`src/rtl/bcd_mod_counter.sv`:
```
// rtl/bcd_mod_counter.sv - two-digit BCD modulo counter with edit, load and registered carry/borrow
module bcd_mod_counter #(
  parameter int MODULUS        = 24,
  parameter int RESET_VALUE    = 0,
  parameter int FREEZE_ON_EDIT = 1,
  parameter int EDIT_CARRY     = 0
) (
  input  logic       CLK,
  input  logic       RST_N,
  input  logic       InTick,
  input  logic       EditEnable,
  input  logic       Increment,
  input  logic       Decrement,
  input  logic       Load,
  input  logic [3:0] LoadMSD,
  input  logic [3:0] LoadLSD,
  output logic [3:0] MSD,
  output logic [3:0] LSD,
  output logic       CarryOut,
  output logic       BorrowOut,
  output logic       LoadErr
);

  localparam logic [3:0] MAX_MSD = 4'((MODULUS - 1) / 10);
  localparam logic [3:0] MAX_LSD = 4'((MODULUS - 1) % 10);
  localparam logic [3:0] RST_MSD = 4'(RESET_VALUE / 10);
  localparam logic [3:0] RST_LSD = 4'(RESET_VALUE % 10);
  localparam logic [7:0] MOD8    = 8'(MODULUS);
  localparam logic       FREEZE  = (FREEZE_ON_EDIT != 0);
  localparam logic       ECARRY  = (EDIT_CARRY != 0);

  logic [3:0] msd_q, msd_d, lsd_q, lsd_d;
  logic       carry_q, carry_d, borrow_q, borrow_d, err_q, err_d;
  logic       edit_inc, edit_dec, tick_en, ld_ok;
  logic [7:0] ld_val;
  logic [8:0] step1, step2;

  // Result packing: {wrapped, msd, lsd}
  function automatic logic [8:0] bcd_inc(input logic [3:0] m, input logic [3:0] l);
    if (m == MAX_MSD && l == MAX_LSD) return {1'b1, 8'h00};
    else if (l == 4'd9)               return {1'b0, m + 4'd1, 4'd0};
    else                              return {1'b0, m, l + 4'd1};
  endfunction

  function automatic logic [8:0] bcd_dec(input logic [3:0] m, input logic [3:0] l);
    if (m == 4'd0 && l == 4'd0) return {1'b1, MAX_MSD, MAX_LSD};
    else if (l == 4'd0)         return {1'b0, m - 4'd1, 4'd9};
    else                        return {1'b0, m, l - 4'd1};
  endfunction

  always_comb begin
    msd_d    = msd_q;
    lsd_d    = lsd_q;
    err_d    = err_q;
    carry_d  = 1'b0;
    borrow_d = 1'b0;
    step1    = 9'd0;
    step2    = 9'd0;
    edit_inc = EditEnable & Increment & ~Decrement;
    edit_dec = EditEnable & Decrement & ~Increment;
    tick_en  = InTick & ~(FREEZE & EditEnable);
    ld_val   = {4'd0, LoadMSD} * 8'd10 + {4'd0, LoadLSD};
    ld_ok    = (LoadMSD <= 4'd9) && (LoadLSD <= 4'd9) && (ld_val < MOD8);

    if (Load) begin
      if (ld_ok) begin
        msd_d = LoadMSD;
        lsd_d = LoadLSD;
        err_d = 1'b0;
      end else begin
        err_d = 1'b1;
      end
    end else if (edit_inc) begin
      step1 = bcd_inc(msd_q, lsd_q);
      if (tick_en) begin
        // Edit step applied first, then the tick; only one carry pulse can result
        step2   = bcd_inc(step1[7:4], step1[3:0]);
        {msd_d, lsd_d} = step2[7:0];
        carry_d = step2[8] | (ECARRY & step1[8]);
      end else begin
        {msd_d, lsd_d} = step1[7:0];
        carry_d = ECARRY & step1[8];
      end
    end else if (edit_dec) begin
      // A coincident unfrozen tick cancels the decrement exactly
      if (!tick_en) begin
        step1    = bcd_dec(msd_q, lsd_q);
        {msd_d, lsd_d} = step1[7:0];
        borrow_d = ECARRY & step1[8];
      end
    end else if (tick_en) begin
      step1   = bcd_inc(msd_q, lsd_q);
      {msd_d, lsd_d} = step1[7:0];
      carry_d = step1[8];
    end
  end

  always_ff @(posedge CLK or negedge RST_N) begin
    if (!RST_N) begin
      msd_q    <= RST_MSD;
      lsd_q    <= RST_LSD;
      carry_q  <= 1'b0;
      borrow_q <= 1'b0;
      err_q    <= 1'b0;
    end else begin
      msd_q    <= msd_d;
      lsd_q    <= lsd_d;
      carry_q  <= carry_d;
      borrow_q <= borrow_d;
      err_q    <= err_d;
    end
  end

  assign MSD       = msd_q;
  assign LSD       = lsd_q;
  assign CarryOut  = carry_q;
  assign BorrowOut = borrow_q;
  assign LoadErr   = err_q;

endmodule

```
`config.mk`:
```
export PLATFORM = sky130hd
export DESIGN_NAME = bcd_mod_counter
export DESIGN_NICKNAME = d
export VERILOG_FILES = /design/src/rtl/bcd_mod_counter.sv
export SDC_FILE = /design/constraint.sdc
export NUM_CORES = 1
export LEC_CHECK = 0
export ABC_AREA = 1
export CORE_ASPECT_RATIO = 1.75
export CORE_MARGIN = 4
export CORE_UTILIZATION = 53
export CTS_BUF_LIST = sky130_fd_sc_hd__clkbuf_8 sky130_fd_sc_hd__clkbuf_16
export DETAILED_ROUTE_END_ITERATION = 8
export GPL_TIMING_DRIVEN = 0
export PLACE_DENSITY = 0.78
export SLEW_MARGIN = 20
export SYNTH_ARGS = -nofsm -noshare
export SYNTH_HDL_FRONTEND = slang
export SYNTH_SLANG_ARGS = --single-unit
```
`constraint.sdc`:
```
create_clock -name CLK -period 1.96 [get_ports CLK]
set_input_delay 0.588 -clock CLK [delete_from_list [all_inputs] [get_ports CLK]]
set_output_delay 0.588 -clock CLK [all_outputs]
set_load 0.1 [all_outputs]
```
==> flow_summary_export.csv <==
group,metric,value,unit
timing,rsz0062_at_grt,"yes",
clock_network,clock_latency,0.24,ns
worst_hold_path,hp-start,"LoadErr",
detailed_routing,avgViaCountPerCell,5.42,
worst_setup_path,r2r_end,"LSD[1]",
worst_hold_path,min_path_type,"reg2reg",
worst_setup_path,end_kind,"flip-flop",
power,switchingPower,1.09,mW
layout,syn_to_final_growth,32.3,%
power,p_total,1.89,mW
worst_setup_path,path_class,"in2reg",
synth,synth-seq-area-share,17.8,%
timing,fmax,421,MHz
placed_design,port_buffers,24,
power,max-vdd-ir-drop,0.623,mV
layout,n_fill_cell,216,
run_status,status,"finished with violations",
run_status,violations,"setup timing",
synth,synth_cell_types,36,
worst_hold_path,hold_depth,2,
worst_setup_path,cp-start-kind,"input pin",
synth,syn-num-nets,244,
detailed_routing,drc_errors,0,
synth,synthArstFlopShare,100,%
worst_setup_path,startpoint,"LoadMSD[3]",
power,p_seq_share,18.1,%
detailed_routing,drt_iter0_drc,40,
worst_setup_path,rrSetupSlack,0.21,ns
layout,final_common_cell,"nand2_1",
floorplanning,dieWidth,47.0,um
clock_network,clock_sinks,10,
timing,period_needed,2.37,ns
timing,tns,-3.57,ns
grt,grt_pass1_vias,1455,
clock_network,htreeDepth,1,
clock_network,clock_path_buffers,2,
detailed_routing,num_vias,1470,
layout,final_cell_mix,"71 x nand2_1, 22 x nand3_1, 20 x inv_1, 12 x ha_1",
detailed_routing,wl,3680,um
power,p_per_area,1020,mW/mm^2
worst_setup_path,reg2reg_depth,9,
floorplanning,die-height,76.2,um
layout,fin_nets,278,
timing,maxSlewViolCount,0,
worst_setup_path,crit_arrival,2.49,ns
flow_run,drv_cap,0,
clock_network,cts_root_buf,"clkbuf_8",
worst_hold_path,worstHoldEndpoint,"LoadErr",
floorplanning,die_area,0.00358,mm^2
placed_design,placed_cell_area,0.00171,mm^2
clock_network,cts_tree,"yes",
grt,grt-ovfl-total,0,
layout,design_area,0.00186,mm^2
synth,ys.warnings.count,0,
timing,finalClockSkew,0.000716,ns
placed_design,gp_congestion,0.849,
power,p_leak,0.974,nW
detailed_routing,dr.pass1.iters,4,
placed_design,place_hpwl,2890,um
detailed_routing,antenna_left,0,
worst_setup_path,critical_path.max_fanout,4,
synth,synthCells,213,
detailed_routing,wl_per_cell,13.6,um
timing,tightest_slew,0.553,ns
layout,drive_gt1_share,24.9,%
clock_network,path_clk_slew,0.05,ns
clock_network,cts_made_buffers,3,
timing,maxSlewHeadroom,63.3,%
power,p_int,808,uW
timing,fin_ws,-0.413,ns
synth,ys_ff_latch,10,
timing,finalSetupViolCount,9,
grt,antenna_found_initial,0,
power,power_frac_clock,11.4,%
placed_design,pre_cts_slack,-1.22,ns
floorplanning,core,0.00252,mm^2
floorplanning,rows,24,
worst_setup_path,critPathRequiredTime,2.08,ns
power,combPwrFrac,70.6,%
timing,hold_viol,0,
synth,syn_area_per_cell,6.61,um^2
power,swShare,57.3,%
synth,synth_ff_type,"dfrtp_1",
synth,synth_edf_count,0,
timing,min_period_over_period,121,%
layout,antenna_cells,0,
grt,grt_start_max_net_pins,11,
worst_setup_path,rr_startpoint,"LSD[0]",
floorplanning,start_util,55.8,%
grt,grt_pass1_wl,6180,um
grt,grtUsageTotal,22.5,%
floorplanning,ios,26,
synth,netlist_area,0.00141,mm^2
-- worst max-delay path, stage by stage --
cell and delay [ns]:
buf_8 0.10, ha_4 0.24, ha_4 0.15, fa_1 0.52
nand2_2 0.09, nor2_2 0.09, nand2_1 0.08, nand2_1 0.07
nand2_1 0.05, nand2_1 0.07, nand3_2 0.08, nand2_4 0.13
nand3_4 0.10, nand2_1 0.09, nand2_1 0.05
-- logic make-up (layout without fill, tap and decap cells) --
kind of cell | Yosys count | after routing | share of synthesized area [%]
AOI/OAI and AO/OA | 16 | 16 | 8.62
xor gates and xnor gates | 3 | 3 | 1.87
adders and majority gates | 16 | 16 | 14.8
buffers and inverters | 34 | 66 | 10.6
DFF | 10 | 10 | 17.8
muxes | 2 | 2 | 1.42
other | 1 | 1 | 0.266
and+or+nand+nor | 131 | 131 | 44.7
-- routing by layer --
layer	vias to the layer above	track usage, %	routed length [um]
li1	747	-	-
met1	666	23.7	1390
met2	47	40.5	2060
met3	10	2.60	129
met4	0	10.2	99
met5	-	0	0
-- layout make-up --
type	count	area, um^2	area share [%]
repair buffers	29	289	15.5
well taps	26	32.5	1.75
multi-input cells	169	1100	59.1
inverters	29	109	5.85
clock buffers	3	41.3	2.22
flip-flops and latches	10	250	13.4
plain buffers	5	40.0	2.15
-- through the flow --
stage | util (%) | instances | hold WS, ns
floorplan | - | 213 | 0.292
global placement | 67.9 | 263 | 0.469
detailed placement | 67.9 | 263 | 0.472
CTS | 72.9 | 270 | 0.493
global route | 73.8 | 271 | 0.522
finish | 73.8 | 271 | 0.494
-- state kept, by name (all words and copies together), names as in the netlist --
| signal | count |
|---|---|
| CarryOut | 1 |
| LSD | 4 |
| LoadErr | 1 |
| MSD | 4 |
-- Yosys cell counts, drive strengths merged, types with 2 or more instances --
| cell | number | share of area, % |
|---|---|---|
| ha | 15 | 13 |
| buf | 5 | 2.8 |
| xor2 | 2 | 1.2 |
| nand2 | 83 | 24 |
| dfrtp | 10 | 18 |
| nor3 | 2 | 0.71 |
| nand3 | 26 | 11 |
| nand4 | 8 | 3.6 |
| inv | 26 | 6.9 |
| a21oi | 4 | 2.2 |
| mux2i | 2 | 1.4 |
| clkinv | 3 | 0.80 |
| nor2 | 10 | 4.4 |
| o21ai | 6 | 3.2 |
-- power groups by stage --
stage	logic [mW]	clock network (mW)	registers, mW
2_1_floorplan	0.658	0	0.697
3_3_place_gp	1.28	0	0.336
5_1_grt	1.45	0.228	0.352
6_report	1.34	0.215	0.342
4_1_cts	1.33	0.216	0.338
3_5_place_dp	1.31	0	0.341
-- worst max-delay path by stage --
stage               endpoint  slack [ns]  depth (start not counted)
global route          MSD[2]       -0.55                         15
detailed placement    LSD[3]       -1.22                         15
finish                MSD[2]       -0.41                         15
global placement      LSD[2]       -1.14                         15
floorplan             LSD[0]       -0.38                         14
CTS                   LSD[1]       -0.43                         15
-- timing repair --
item                                    CTS  global route
hold buffers                              0             0
cloned                                    0             0
pin swaps                                12             6
endpoints found under the setup margin   19            11
buffers inserted                          4             1
gates resized for setup                  57            12
No activity file was read; power rests on OpenSTA's default activity.
